--- src/rtl/sprite_compositor.sv ---
// Sprite compositing stage between the player FSM and the VGA driver.
// The player position, state and facing are snapshotted once per frame.
// Stage 1 issues a texel address and ROM select.
// Stage 2 waits out the one-cycle ROM read.
// Stage 3 converts RGB565 to RRRGGGBB with colour-key transparency.
// Latency from pixel coordinate to colour is exactly 3 clocks.
module sprite_compositor #(
   parameter int             SCREEN_W       = 640,
   parameter int             SCREEN_H       = 480,
   parameter int             SPRITE_W       = 100,
   parameter int             SPRITE_H       = 100,
   parameter int             ADDR_W         = 14,
   parameter logic [7:0]     BG_COLOR       = 8'h00,
   parameter logic [15:0]    KEY_COLOR      = 16'hF81F,
   parameter logic [7:0]     FALLBACK_COLOR = 8'hFF
) (
   input  logic              clk,
   input  logic              rst_n,
   input  logic [9:0]        pixel_x,
   input  logic [9:0]        pixel_y,
   input  logic              pixel_valid,
   input  logic [9:0]        posx,
   input  logic [9:0]        posy,
   input  logic [3:0]        state,
   input  logic              facing_left,
   output logic [ADDR_W-1:0] rom_addr,
   output logic [2:0]        rom_sel,
   input  logic [15:0]       rom_data,
   output logic [7:0]        color_out,
   output logic              color_valid
);

   localparam logic [9:0]        LAST_X  = 10'(SCREEN_W - 1);
   localparam logic [9:0]        LAST_Y  = 10'(SCREEN_H - 1);
   localparam logic [10:0]       SW11    = 11'(SPRITE_W);
   localparam logic [10:0]       SH11    = 11'(SPRITE_H);
   localparam logic [ADDR_W-1:0] SW_A    = ADDR_W'(SPRITE_W);
   localparam logic [2:0]        SEL_NONE = 3'd7;

   // Map the player FSM state onto the sprite ROM bank select.
   function automatic logic [2:0] sel_of_state(input logic [3:0] st);
      case (st)
         4'd0:       sel_of_state = 3'd0;
         4'd1, 4'd2: sel_of_state = 3'd1;
         4'd3:       sel_of_state = 3'd2;
         4'd4:       sel_of_state = 3'd3;
         4'd5:       sel_of_state = 3'd4;
         default:    sel_of_state = SEL_NONE;
      endcase
   endfunction

   // Truncate RGB565 to RRRGGGBB by keeping the top bits of each channel.
   function automatic logic [7:0] rgb565_to_332(input logic [15:0] c);
      rgb565_to_332 = {c[15:13], c[10:8], c[4:3]};
   endfunction

   // Frame snapshot registers
   logic [9:0] shx_q, shy_q;
   logic [3:0] shst_q;
   logic       shfl_q;
   logic       snap;

   assign snap = pixel_valid && (pixel_x == LAST_X) && (pixel_y == LAST_Y);

   // Load the player snapshot on the last active pixel so the next frame cannot tear.
   always_ff @(posedge clk or negedge rst_n) begin
      if (!rst_n) begin
         shx_q  <= '0;
         shy_q  <= '0;
         shst_q <= '0;
         shfl_q <= 1'b0;
      end else if (snap) begin
         shx_q  <= posx;
         shy_q  <= posy;
         shst_q <= state;
         shfl_q <= facing_left;
      end
   end

   // ---- stage 1: hit test and texel address ----
   logic [10:0]       px11, py11, sx11, sy11, lx_raw, lx, ly;
   logic              inside_d;
   logic [ADDR_W-1:0] addr_d;
   logic [2:0]        sel_d;

   // Hit test and address generation in 11 bits so sx+SPRITE_W never wraps.
   always_comb begin
      px11     = {1'b0, pixel_x};
      py11     = {1'b0, pixel_y};
      sx11     = {1'b0, shx_q};
      sy11     = {1'b0, shy_q};
      inside_d = pixel_valid &&
                 (px11 >= sx11) && (px11 < sx11 + SW11) &&
                 (py11 >= sy11) && (py11 < sy11 + SH11);
      lx_raw   = px11 - sx11;
      ly       = py11 - sy11;
      lx       = shfl_q ? (SW11 - 11'd1 - lx_raw) : lx_raw;
      addr_d   = inside_d ? (ADDR_W'(ly) * SW_A + ADDR_W'(lx)) : '0;
      sel_d    = sel_of_state(shst_q);
   end

   logic vld_p1_q, inside_p1_q;

   // Register the ROM request together with its pixel qualifiers.
   always_ff @(posedge clk or negedge rst_n) begin
      if (!rst_n) begin
         rom_addr    <= '0;
         rom_sel     <= SEL_NONE;
         vld_p1_q    <= 1'b0;
         inside_p1_q <= 1'b0;
      end else begin
         rom_addr    <= addr_d;
         rom_sel     <= sel_d;
         vld_p1_q    <= pixel_valid;
         inside_p1_q <= inside_d;
      end
   end

   // ---- stage 2: align qualifiers with the ROM read latency ----
   logic vld_p2_q, inside_p2_q, unmap_p2_q;

   // Pure delay line matching the one-cycle ROM access.
   always_ff @(posedge clk or negedge rst_n) begin
      if (!rst_n) begin
         vld_p2_q    <= 1'b0;
         inside_p2_q <= 1'b0;
         unmap_p2_q  <= 1'b0;
      end else begin
         vld_p2_q    <= vld_p1_q;
         inside_p2_q <= inside_p1_q;
         unmap_p2_q  <= (rom_sel == SEL_NONE);
      end
   end

   // ---- stage 3: colour resolve ----
   logic [7:0] color_d;

   // Priority: invalid/outside -> background, unmapped -> fallback, key -> background.
   always_comb begin
      color_d = BG_COLOR;
      if (vld_p2_q && inside_p2_q) begin
         if (unmap_p2_q)
            color_d = FALLBACK_COLOR;
         else if (rom_data == KEY_COLOR)
            color_d = BG_COLOR;
         else
            color_d = rgb565_to_332(rom_data);
      end
   end

   // Register the final colour and its valid flag.
   always_ff @(posedge clk or negedge rst_n) begin
      if (!rst_n) begin
         color_out   <= BG_COLOR;
         color_valid <= 1'b0;
      end else begin
         color_out   <= color_d;
         color_valid <= vld_p2_q;
      end
   end

endmodule

--- config.mk ---
export PLATFORM = sky130hd
export DESIGN_NAME = sprite_compositor
export DESIGN_NICKNAME = d
export VERILOG_FILES = /design/src/rtl/sprite_compositor.sv
export SDC_FILE = /design/constraint.sdc
export NUM_CORES = 1
export LEC_CHECK = 0
export CAP_MARGIN = 30
export CORE_MARGIN = 4
export CORE_UTILIZATION = 50
export CTS_BUF_LIST = sky130_fd_sc_hd__clkbuf_8 sky130_fd_sc_hd__clkbuf_16
export CTS_CLUSTER_SIZE = 10
export DETAILED_ROUTE_END_ITERATION = 10
export GPL_TIMING_DRIVEN = 0
export PLACE_DENSITY = 0.81
export SYNTH_ARGS = -nofsm -noshare
export SYNTH_HDL_FRONTEND = slang
export SYNTH_SLANG_ARGS = --single-unit
--- constraint.sdc ---
create_clock -name clk -period 5.08 [get_ports clk]
set_input_delay 1.016 -clock clk [delete_from_list [all_inputs] [get_ports clk]]
set_output_delay 1.016 -clock clk [all_outputs]
set_load 0.005 [all_outputs]
==> results of run 1 <==
==> stage by stage <==
step / instances / utilization [%] / setup slack (ns) / total power [mW] / TNS [ns]
after floorplan: 500 / - / -0.007997 / 1.090 / -0.007997
after global placement: 718 / 63.96 / -0.9170 / 1.255 / -3.503
after detailed placement: 719 / 64.12 / -0.9701 / 1.277 / -3.710
after CTS: 732 / 66.52 / -0.002355 / 1.652 / -0.002355
after global routing: 738 / 67.57 / -0.1008 / 1.846 / -0.2530
final: 738 / 67.57 / 0.06364 / 1.714 / 0
==> state kept, by name, indices dropped and copies added, names as in the netlist <==
| signal | flops |
|---|---|
| rom_addr | 14 |
| shx_q | 10 |
| shy_q | 10 |
| color_out | 8 |
| shst_q | 4 |
| rom_sel | 3 |
| color_valid | 1 |
| inside_p1_q | 1 |
| inside_p2_q | 1 |
| shfl_q | 1 |
| unmap_p2_q | 1 |
| vld_p1_q | 1 |
| vld_p2_q | 1 |
==> worst min-delay path by stage <==
stage	to	depth (start not counted)	slack, ns	from
2_1_floorplan	inside_p2_q	0	0.33	inside_p1_q
3_3_place_gp	inside_p2_q	0	0.33	inside_p1_q
3_5_place_dp	vld_p2_q	0	0.34	vld_p1_q
4_1_cts	vld_p2_q	0	0.36	vld_p1_q
5_1_grt	vld_p2_q	0	0.37	vld_p1_q
6_report	vld_p2_q	0	0.36	vld_p1_q
==> cell usage after synthesis (2+ instances only) <==
cell / number
ha_1: 71
and3_1: 4
nor4_1: 2
a21oi_2: 3
a21oi_1: 27
inv_1: 57
nand2_1: 19
nand2b_1: 6
o21ai_0: 14
o21ai_2: 2
o22ai_1: 3
fa_1: 9
or3_1: 2
xor2_1: 15
dfrtp_1: 53
and4_1: 3
o211ai_1: 5
nand3b_1: 2
nand3_1: 5
o2111ai_1: 2
a211oi_1: 5
nand4_1: 7
a2111oi_0: 3
a21o_1: 12
xnor2_1: 35
nand4b_1: 3
o21a_1: 12
mux2_2: 25
clkbuf_1: 4
or2_2: 2
nor2b_1: 5
nor3_1: 8
dfstp_2: 3
nor2_1: 41
a211o_1: 5
==> power groups by stage <==
| stage | Clock, mW | Combinational (mW) | Sequential [mW] |
|---|---|---|---|
| final | 0.332 | 0.930 | 0.452 |
| after global routing | 0.359 | 1.03 | 0.453 |
| after CTS | 0.344 | 0.856 | 0.452 |
| after detailed placement | 0 | 0.816 | 0.461 |
| after global placement | 0 | 0.794 | 0.461 |
| after floorplan | 0 | 0.628 | 0.462 |
==> cell type report <==
type / instances / area, µm²
Multi-Input combinational cell: 381 / 3357
Buffer: 6 / 33.78
Tap cell: 129 / 161.4
Clock inverter: 3 / 63.81
Clock buffer: 5 / 68.82
Sequential cell: 56 / 1405
Fill cell: 725 / 3025
Timing Repair Buffer: 101 / 985.9
Inverter: 57 / 226.5
==> kinds of logic after synthesis <==
kind of cell	synth area share, %
AO/OA/AOI/OAI	15.56
XOR/XNOR	9.845
adder cells (fa/ha/maj)	22.07
buffers and inverters	5.116
flip-flops	29.02
multiplexers	5.814
AND/OR/NAND/NOR	12.58
==> what timing repair did <==
item	4_1_cts	5_1_grt
resized for setup	17	23
hold endpoints to repair	0	0
buffers inserted	5	6
pin swaps	7	21
endpoints found under the setup margin	5	4
cloned	0	0
==> routing by layer <==
| metal | global-route usage, % | vias up | wire length [µm] |
|---|---|---|---|
| met5 | 0 | - | 0 |
| met4 | 4.110 | 0 | 87 |
| met3 | 2.732 | 10 | 412 |
| met2 | 34.98 | 83 | 5887 |
| met1 | 23.76 | 1889 | 4615 |
| li1 | - | 1971 | - |
==> impl_metrics.json, run 1 <==
{
  "die_x_um": 106.4,
  "switching_share_pct": 34.47,
  "viasPerCell": 5.356,
  "timing.hold.ws_ns": 0.3625,
  "final_area_mm2": 0.006302,
  "crit_type": "primary input to register",
  "antenna_found_initial": 0,
  "cts_hold_buf": 0,
  "p_per_area_mw_per_mm2": 272.0,
  "rr_worst_depth": 22,
  "maxCapViolCount": 0,
  "h-tree-depth": 2,
  "hold_viol_final": 0,
  "ctsRootBufferMaster": "clkbuf_8",
  "ys_seq_elements": 56,
  "grt_usage_pct": 19.08,
  "tightest_slew_ns": 0.8681,
  "final_cell_mix": "clkdlybuf4s50_1 (83), ha_1 (61), inv_1 (53), dfrtp_1 (53), nor2_1 (39)",
  "drive_above_1_share_pct": 16.26,
  "status": "finished, final reports clean",
  "fmax_mhz": 199.3,
  "rsz0062_at_grt": "true",
  "drt-total-wl_mm": 11.00,
  "period_minus_slack_ns": 5.016,
  "place.gp.congestion": 0.8406,
  "required_ns": 5.29,
  "rows": 35,
  "drt_iter0_drc": 122,
  "crit_cells": 24,
  "ant_nets": 0,
  "drt-pass1-iter-count": 4,
  "worst-path-max-fanout": 4,
  "start_util_pct": 51.91,
  "yosys_most_used_dff": "dfrtp_1",
  "crit_start": "pixel_y[0]",
  "setup_viol_count_final": 0,
  "r2r_slack_ns": 0.45,
  "cts_buffer_depth": 2,
  "synth_edf_count": 0,
  "p_sw_mw": 0.5908,
  "combPwrFrac_pct": 54.3,
  "synth_warnings": 0,
  "core_area_mm2": 0.009328,
  "slew_headroom_pct": 40.63,
  "worstPathCellList": "buf_12 > inv_12 > ha_4 > inv_2 > fa_2 > a21o_1 > a21oi_4 > xnor2_2 > ha_1 > ha_1 > inv_2 > fa_1 > inv_2 > ha_4 > o21a_1 > o31a_1 > a21oi_2 > ha_1 > o211a_1 > a32o_1 > a31o_2 > o21ai_2 > xnor2_1 > nor2_1",
  "final_common_cell": "clkdlybuf4s50_1",
  "p_leak_nw": 2.861,
  "yosysTopAreaCell": "dfrtp_1",
  "synth_area_mm2": 0.004842,
  "end_kind": "register",
  "crit_path_end": "rom_addr[12]",
  "cts_sinks": 56,
  "power.internal_mw": 1.123,
  "portBuffers": 89,
  "finalCritPeriodShare_pct": 98.75,
  "critical_path.top_delay_family": "adder cells",
  "synth_seq_area_share_pct": 29.02,
  "fin_nets": 752,
  "wire_per_inst_um": 14.91,
  "path_buf_inv": 5,
  "async_flop_share_pct": 100.0,
  "path_clk_slew_ns": 0.10,
  "place_area_mm2": 0.005981,
  "synthesis.nets": 644,
  "drv_slew": 0,
  "area_delta_synth_final_pct": 30.15,
  "cp.arrival_ns": 5.22,
  "worst_ir_drop_vdd_mv": 0.1715,
  "clk_latency_ns": 0.31,
  "crit_path_max_incr_delay_ns": 0.51,
  "grt_max_degree": 36,
  "rr_endpoint": "rom_addr[12]",
  "syn_avg_cell_area_um2": 9.684,
  "grt_pass1_vias": 3897,
  "vias": 3953,
  "skew_ns": 0.01004,
  "diodes": 0,
  "cts_buffers": 5,
  "synth_area_leaders": "dfrtp_1 (27%), ha_1 (18%), xnor2_1 (6.3%)",
  "drcViolationCount": 0,
  "seqPwrFrac_pct": 26.4,
  "die_h_um": 106.4,
  "cts_tree": "built",
  "synth_top_area_share_pct": 27.39,
  "pwr-share-clk_pct": 19.4,
  "hold_class": "register to register",
  "rr_startpoint": "shy_q[0]",
  "critPathLaunchType": "primary input",
  "dp_hpwl_mm": 9.050,
  "synth_cells": 500,
  "synth_cell_types": 61,
  "die_area_mm2": 0.01132,
  "slowest_stage": "fa_1",
  "grt-ovfl-total": 0,
  "ioPinCount": 90,
  "grt_pass1_wl_mm": 17.86
}
(Power assumes the default switching activity.)
==> inputs of run 2 (changes only) <==
- SLEW_MARGIN: not set -> 20
==> run 2 against run 1 <==
  * Hold slack better by 0.0015 ns
  * Critical path type unchanged
  * First-iteration DRC count fell by 7.4%
  * Power down 0.53%
  * Sequential power about the same
  * Final area is 0.26% higher
  * Clock skew is 0.0049 ns lower
  * Global-route usage decreased by 0.059 points
  * Die area stayed put
  * Utilization rose by 0.17 points
  * Combinational power fell by 1%
  * Via count increased by 0.23%
  * Sequential cell count unchanged
  * The flow now finishes with violations (setup timing)
==> impl_metrics.json, run 2 (same netlist as run 1, synthesis figures left out) <==
{
  "status": "finished, violations left",
  "violations": "setup timing",
  "finalCritPeriodShare_pct": 101.0,
  "final_cell_mix": "clkdlybuf4s50_1 (83), ha_1 (62), inv_1 (53), dfrtp_1 (53), nor2_1 (40)",
  "ant_nets": 0,
  "crit_path_max_incr_delay_ns": 0.54,
  "skew_ns": 0.005150,
  "drt_iter0_drc": 113,
  "crit_type": "primary input to register",
  "diodes": 0,
  "p_per_area_mw_per_mm2": 269.9,
  "rr_startpoint": "shy_q[0]",
  "fin_total_pwr_mw": 1.705,
  "period_minus_slack_ns": 5.131,
  "die_x_um": 106.4,
  "crit_start": "pixel_y[3]",
  "ioPinCount": 90,
  "rsz0062_at_grt": "true",
  "slowest_stage": "fa_1",
  "largestRegisters": "rom_addr (14), shx_q (10), shy_q (10)",
  "largest_reg_flops": 14,
  "grt_pass1_vias": 3894,
  "core_area_mm2": 0.009328,
  "cts_buffers": 5,
  "die_h_um": 106.4,
  "maxCapViolCount": 0,
  "h-tree-depth": 2,
  "grt_usage_pct": 19.02,
  "drv_slew": 0,
  "final_common_cell": "clkdlybuf4s50_1",
  "worst_ir_drop_vdd_mv": 0.1544,
  "tightest_slew_ns": 0.7187,
  "clk_latency_ns": 0.30,
  "start_util_pct": 51.91,
  "antenna_found_initial": 0,
  "worstPathCellList": "dlygate4sd2_1 > ha_4 > o21ai_1 > a21oi_2 > nor2_1 > nor2_1 > nor2_2 > xnor2_1 > ha_1 > ha_1 > inv_2 > fa_1 > inv_2 > ha_4 > buf_4 > nor2_1 > a21oi_2 > ha_1 > o211a_1 > a32o_1 > a31o_2 > o21ai_2 > xnor2_1 > nor2_1",
  "worst_slack_ns": -0.05134,
  "area_delta_synth_final_pct": 30.49,
  "rr_endpoint": "rom_addr[12]",
  "place_area_mm2": 0.005963,
  "fmax_mhz": 194.9,
  "drcViolationCount": 0,
  "portBuffers": 89,
  "wire_per_inst_um": 14.71,
  "dp_hpwl_mm": 9.050,
  "critical_path.most_common_cell": "nor2_1",
  "path_clk_slew_ns": 0.09,
  "p_leak_nw": 2.885,
  "fin_tns_setup_ns": -0.05134,
  "top_register": "rom_addr",
  "ctsRootBufferMaster": "clkbuf_8",
  "grt_max_degree": 57,
  "cts_sinks": 56,
  "vias": 3962,
  "final_area_mm2": 0.006319,
  "fin_nets": 758,
  "cts_tree": "built",
  "grt-ovfl-total": 0,
  "required_ns": 5.28,
  "cp.arrival_ns": 5.34,
  "hold_class": "register to register",
  "r2r_slack_ns": 0.35,
  "rr_worst_depth": 22,
  "drt-pass1-iter-count": 4,
  "cts_buffer_depth": 2,
  "hold_viol_final": 0,
  "cts_hold_buf": 0,
  "critPathLaunchType": "primary input",
  "setup_viol_count_final": 1,
  "viasPerCell": 5.325,
  "timing.hold.ws_ns": 0.3641,
  "rows": 35,
  "slew_headroom_pct": 50.85,
  "place.gp.congestion": 0.8406,
  "end_kind": "register",
  "die_area_mm2": 0.01132,
  "worst-path-max-fanout": 4,
  "grt_pass1_wl_mm": 17.81,
  "crit_path_end": "rom_addr[12]",
  "drive_above_1_share_pct": 16.26,
  "drt-total-wl_mm": 10.94,
  "min-delay-start": "vld_p1_q"
}
==> run 2: stage by stage <==
| stage | cells | worst slack (ns) | utilization (%) |
|---|---|---|---|
| floorplan | 500 | -0.007997 | - |
| global placement | 718 | -0.9170 | 63.96 |
| detailed placement | 718 | -0.9689 | 63.93 |
| CTS | 731 | -0.009289 | 66.26 |
| global route | 744 | -0.1702 | 67.74 |
| finish | 744 | -0.05134 | 67.74 |
==> run 2: timing repair <==
action / CTS / global route
resized for setup: 17 / 17
setup buffers: 5 / 13
pin swaps: 7 / 25
setup endpoints to repair: 5 / 4
==> run 2: worst min path at each step <==
| stage | endpoint | cells past startpoint |
|---|---|---|
| 2_1_floorplan | inside_p2_q | 0 |
| 3_3_place_gp | inside_p2_q | 0 |
| 3_5_place_dp | vld_p2_q | 0 |
| 4_1_cts | vld_p2_q | 0 |
| 5_1_grt | vld_p2_q | 0 |
| 6_report | vld_p2_q | 0 |
==> run 2: layout make-up <==
type / count / area (µm²)
multi-input cells: 381 / 3334
fillers: 735 / 3009
flip-flops and latches: 56 / 1405
repair buffers: 107 / 1025
inverters: 57 / 226.5
well taps: 129 / 161.4
clock buffers: 5 / 68.82
clock inverters: 3 / 63.81
plain buffers: 6 / 33.78
==> run 2: layer usage <==
metal,track usage (%),up-vias,part of all wire (%)
li1,-,1994,-
met1,23.81,1874,43
met2,34.39,78,52
met3,2.611,16,3.4
met4,4.932,0,1.7
met5,0,-,0
==> run 2: where the power goes <==
| part | switching, mW | total, mW | leakage (nW) | internal (mW) |
|---|---|---|---|---|
| clock network | 0.137 | 0.332 | 0.0695 | 0.195 |
| logic | 0.442 | 0.921 | 2.05 | 0.479 |
| registers | 0.00129 | 0.452 | 0.764 | 0.451 |
| total | 0.581 | 1.71 | 2.89 | 1.12 |
==> run 2: worst max-delay path, delay by kind of cell <==
| kind | cells | cell delay, ns |
|---|---|---|
| adders and majority gates | 6 | 2.01 |
| AOI/OAI and AO/OA | 7 | 1.09 |
| buffers and inverters | 4 | 0.52 |
| and+or+nand+nor | 5 | 0.45 |
| xor gates and xnor gates | 2 | 0.24 |
==> inputs of run 3 (changes only) <==
- TNS_END_PERCENT: not set -> 5
==> run 3 against run 2 <==
  * The run still ends with setup timing left
  * Die area unchanged
  * Fmax fell by 0.10%
  * Sequential power barely moved
  * Via count stayed put
  * Power shrank 0.55%
  * Sequential cell count is the same
  * Final area shrank 0.46%
  * Sequential share of layout area up 0.10 points
  * Setup slack worse by 0.0051 ns
  * Non-clock buffer count fell by 2
  * Clock power is essentially flat
  * Clock-buffer cell count unchanged
  * Critical endpoint unchanged
  * Highest routed layer unchanged
==> impl_metrics.json, run 3 (same netlist as run 1, synthesis figures left out) <==
{
  "diodes": 0,
  "slew_headroom_pct": 50.85,
  "antenna_found_initial": 0,
  "cts_hold_buf": 0,
  "p_leak_nw": 2.862,
  "period_minus_slack_ns": 5.136,
  "portBuffers": 89,
  "skew_ns": 0.003910,
  "core_area_mm2": 0.009328,
  "cts_tree": "built",
  "die_area_mm2": 0.01132,
  "required_ns": 5.28,
  "cts_sinks": 56,
  "clk_latency_ns": 0.30,
  "final_common_cell": "clkdlybuf4s50_1",
  "ioPinCount": 90,
  "end_kind": "register",
  "tightest_slew_ns": 0.7187,
  "viasPerCell": 5.340,
  "path_buf_inv": 4,
  "grt_max_degree": 57,
  "h-tree-depth": 2,
  "final_cell_mix": "clkdlybuf4s50_1 (84), ha_1 (64), inv_1 (53), dfrtp_1 (53), nor2_1 (40)",
  "start_util_pct": 51.91,
  "violations": "setup timing",
  "critical_path.most_common_cell": "nor2_1",
  "path_clk_slew_ns": 0.09,
  "status": "finished, violations left",
  "area_delta_synth_final_pct": 29.90,
  "vias": 3962,
  "worst_slack_ns": -0.05646,
  "seqCellArea_mm2": 0.001405,
  "grt_pass1_wl_mm": 17.81,
  "crit_path_max_incr_delay_ns": 0.54,
  "top_register": "rom_addr",
  "grt-ovfl-total": 0,
  "ant_nets": 0,
  "grt_usage_pct": 19.02,
  "hold_class": "register to register",
  "ctsRootBufferMaster": "clkbuf_8",
  "die_h_um": 106.4,
  "nFillCells": 740,
  "dpl.cell_count": 718,
  "utilization_pct": 67.43,
  "worstPathCellList": "dlygate4sd2_1 > ha_4 > o21ai_1 > a21oi_2 > nor2_1 > nor2_1 > nor2_2 > xnor2_1 > ha_1 > ha_1 > inv_2 > fa_1 > inv_2 > ha_4 > buf_4 > nor2_1 > a21oi_2 > ha_1 > o211a_1 > a32o_1 > a31o_2 > o21ai_2 > xnor2_1 > nor2_1",
  "drt-pass1-iter-count": 4,
  "maxCapViolCount": 0,
  "drive_above_1_share_pct": 15.50,
  "die_x_um": 106.4,
  "fmax_mhz": 194.7,
  "cts_buffers": 5,
  "place.gp.congestion": 0.8406,
  "cts_buffer_depth": 2,
  "crit_cells": 24,
  "rr_worst_depth": 22,
  "critPathLaunchType": "primary input",
  "critical_path.top_delay_family": "adder cells",
  "holdPathStages": 0,
  "largest_reg_flops": 14,
  "dp_hpwl_mm": 9.050,
  "multi_input_area_mm2": 0.003323,
  "rows": 35,
  "largestRegisters": "rom_addr (14), shx_q (10), shy_q (10)",
  "wire_per_inst_um": 14.74,
  "hold_viol_final": 0,
  "finalCritPeriodShare_pct": 101.1,
  "drt_iter0_drc": 112,
  "crit_type": "primary input to register",
  "worst-path-max-fanout": 4,
  "setup_viol_count_final": 1,
  "p_per_area_mw_per_mm2": 269.6,
  "drcViolationCount": 0,
  "grt_pass1_vias": 3894,
  "instances_no_fill": 742,
  "slowest_stage": "fa_1",
  "fin_nets": 756,
  "rsz0062_at_grt": "true",
  "worst_ir_drop_vdd_mv": 0.1543,
  "drt-total-wl_mm": 10.94,
  "drv_slew": 0,
  "cp.arrival_ns": 5.34
}
## run 3: where the power goes
part	internal [mW]	switching, mW	leakage [nW]
Sequential	0.451	0.00129	0.764
Clock	0.195	0.136	0.0695
Combinational	0.473	0.439	2.03
Total	1.12	0.577	2.86
## run 3: what timing repair did
| item | in CTS | in global routing |
|---|---|---|
| setup endpoints to repair | 5 | 4 |
| resized for setup | 17 | 13 |
| setup buffers | 5 | 11 |
| pin swaps | 7 | 20 |
## run 3: path summary, 6_finish.rpt
| check | startpoint | end | slack [ns] |
|---|---|---|---|
| min in group asynchronous | rst_n | color_out[2] | 0.74 |
| hold / removal | vld_p1_q | vld_p2_q | 0.36 |
| max in group asynchronous | rst_n | shy_q[9] | 3.88 |
| hold reg to reg | vld_p1_q | vld_p2_q | 0.36 |
| setup reg to reg | shy_q[0] | rom_addr[12] | 0.35 |
| setup / recovery | pixel_y[3] | rom_addr[12] | -0.06 |
## run 3: per-stage QoR
stage	power (mW)	hold slack, ns	TNS [ns]	setup slack (ns)	instance area [µm²]
final	1.696	0.3631	-0.05646	-0.05646	6290
after global routing	1.822	0.3705	-0.3720	-0.1744	6290
after CTS	1.644	0.3622	-0.01022	-0.009289	6181
after detailed placement	1.279	0.3410	-3.779	-0.9689	5963
after global placement	1.255	0.3349	-3.503	-0.9170	5966
after floorplan	1.090	0.3312	-0.007997	-0.007997	4913
## run 3: final cells by class
type / count / area share (%)
clock buffers: 5 / 1.094
well taps: 129 / 2.566
clock inverters: 3 / 1.015
inverters: 57 / 3.601
multi-input cells: 381 / 52.83
flip-flops and latches: 56 / 22.34
plain buffers: 6 / 0.5371
repair buffers: 105 / 16.01
## run 3: routing by layer
layer | vias up | track usage [%] | wire (µm)
met5 | - | 0 | 0
met4 | 0 | 4.932 | 175
met3 | 14 | 2.611 | 371
met2 | 80 | 34.39 | 5651
met1 | 1877 | 23.81 | 4740
li1 | 1991 | - | -
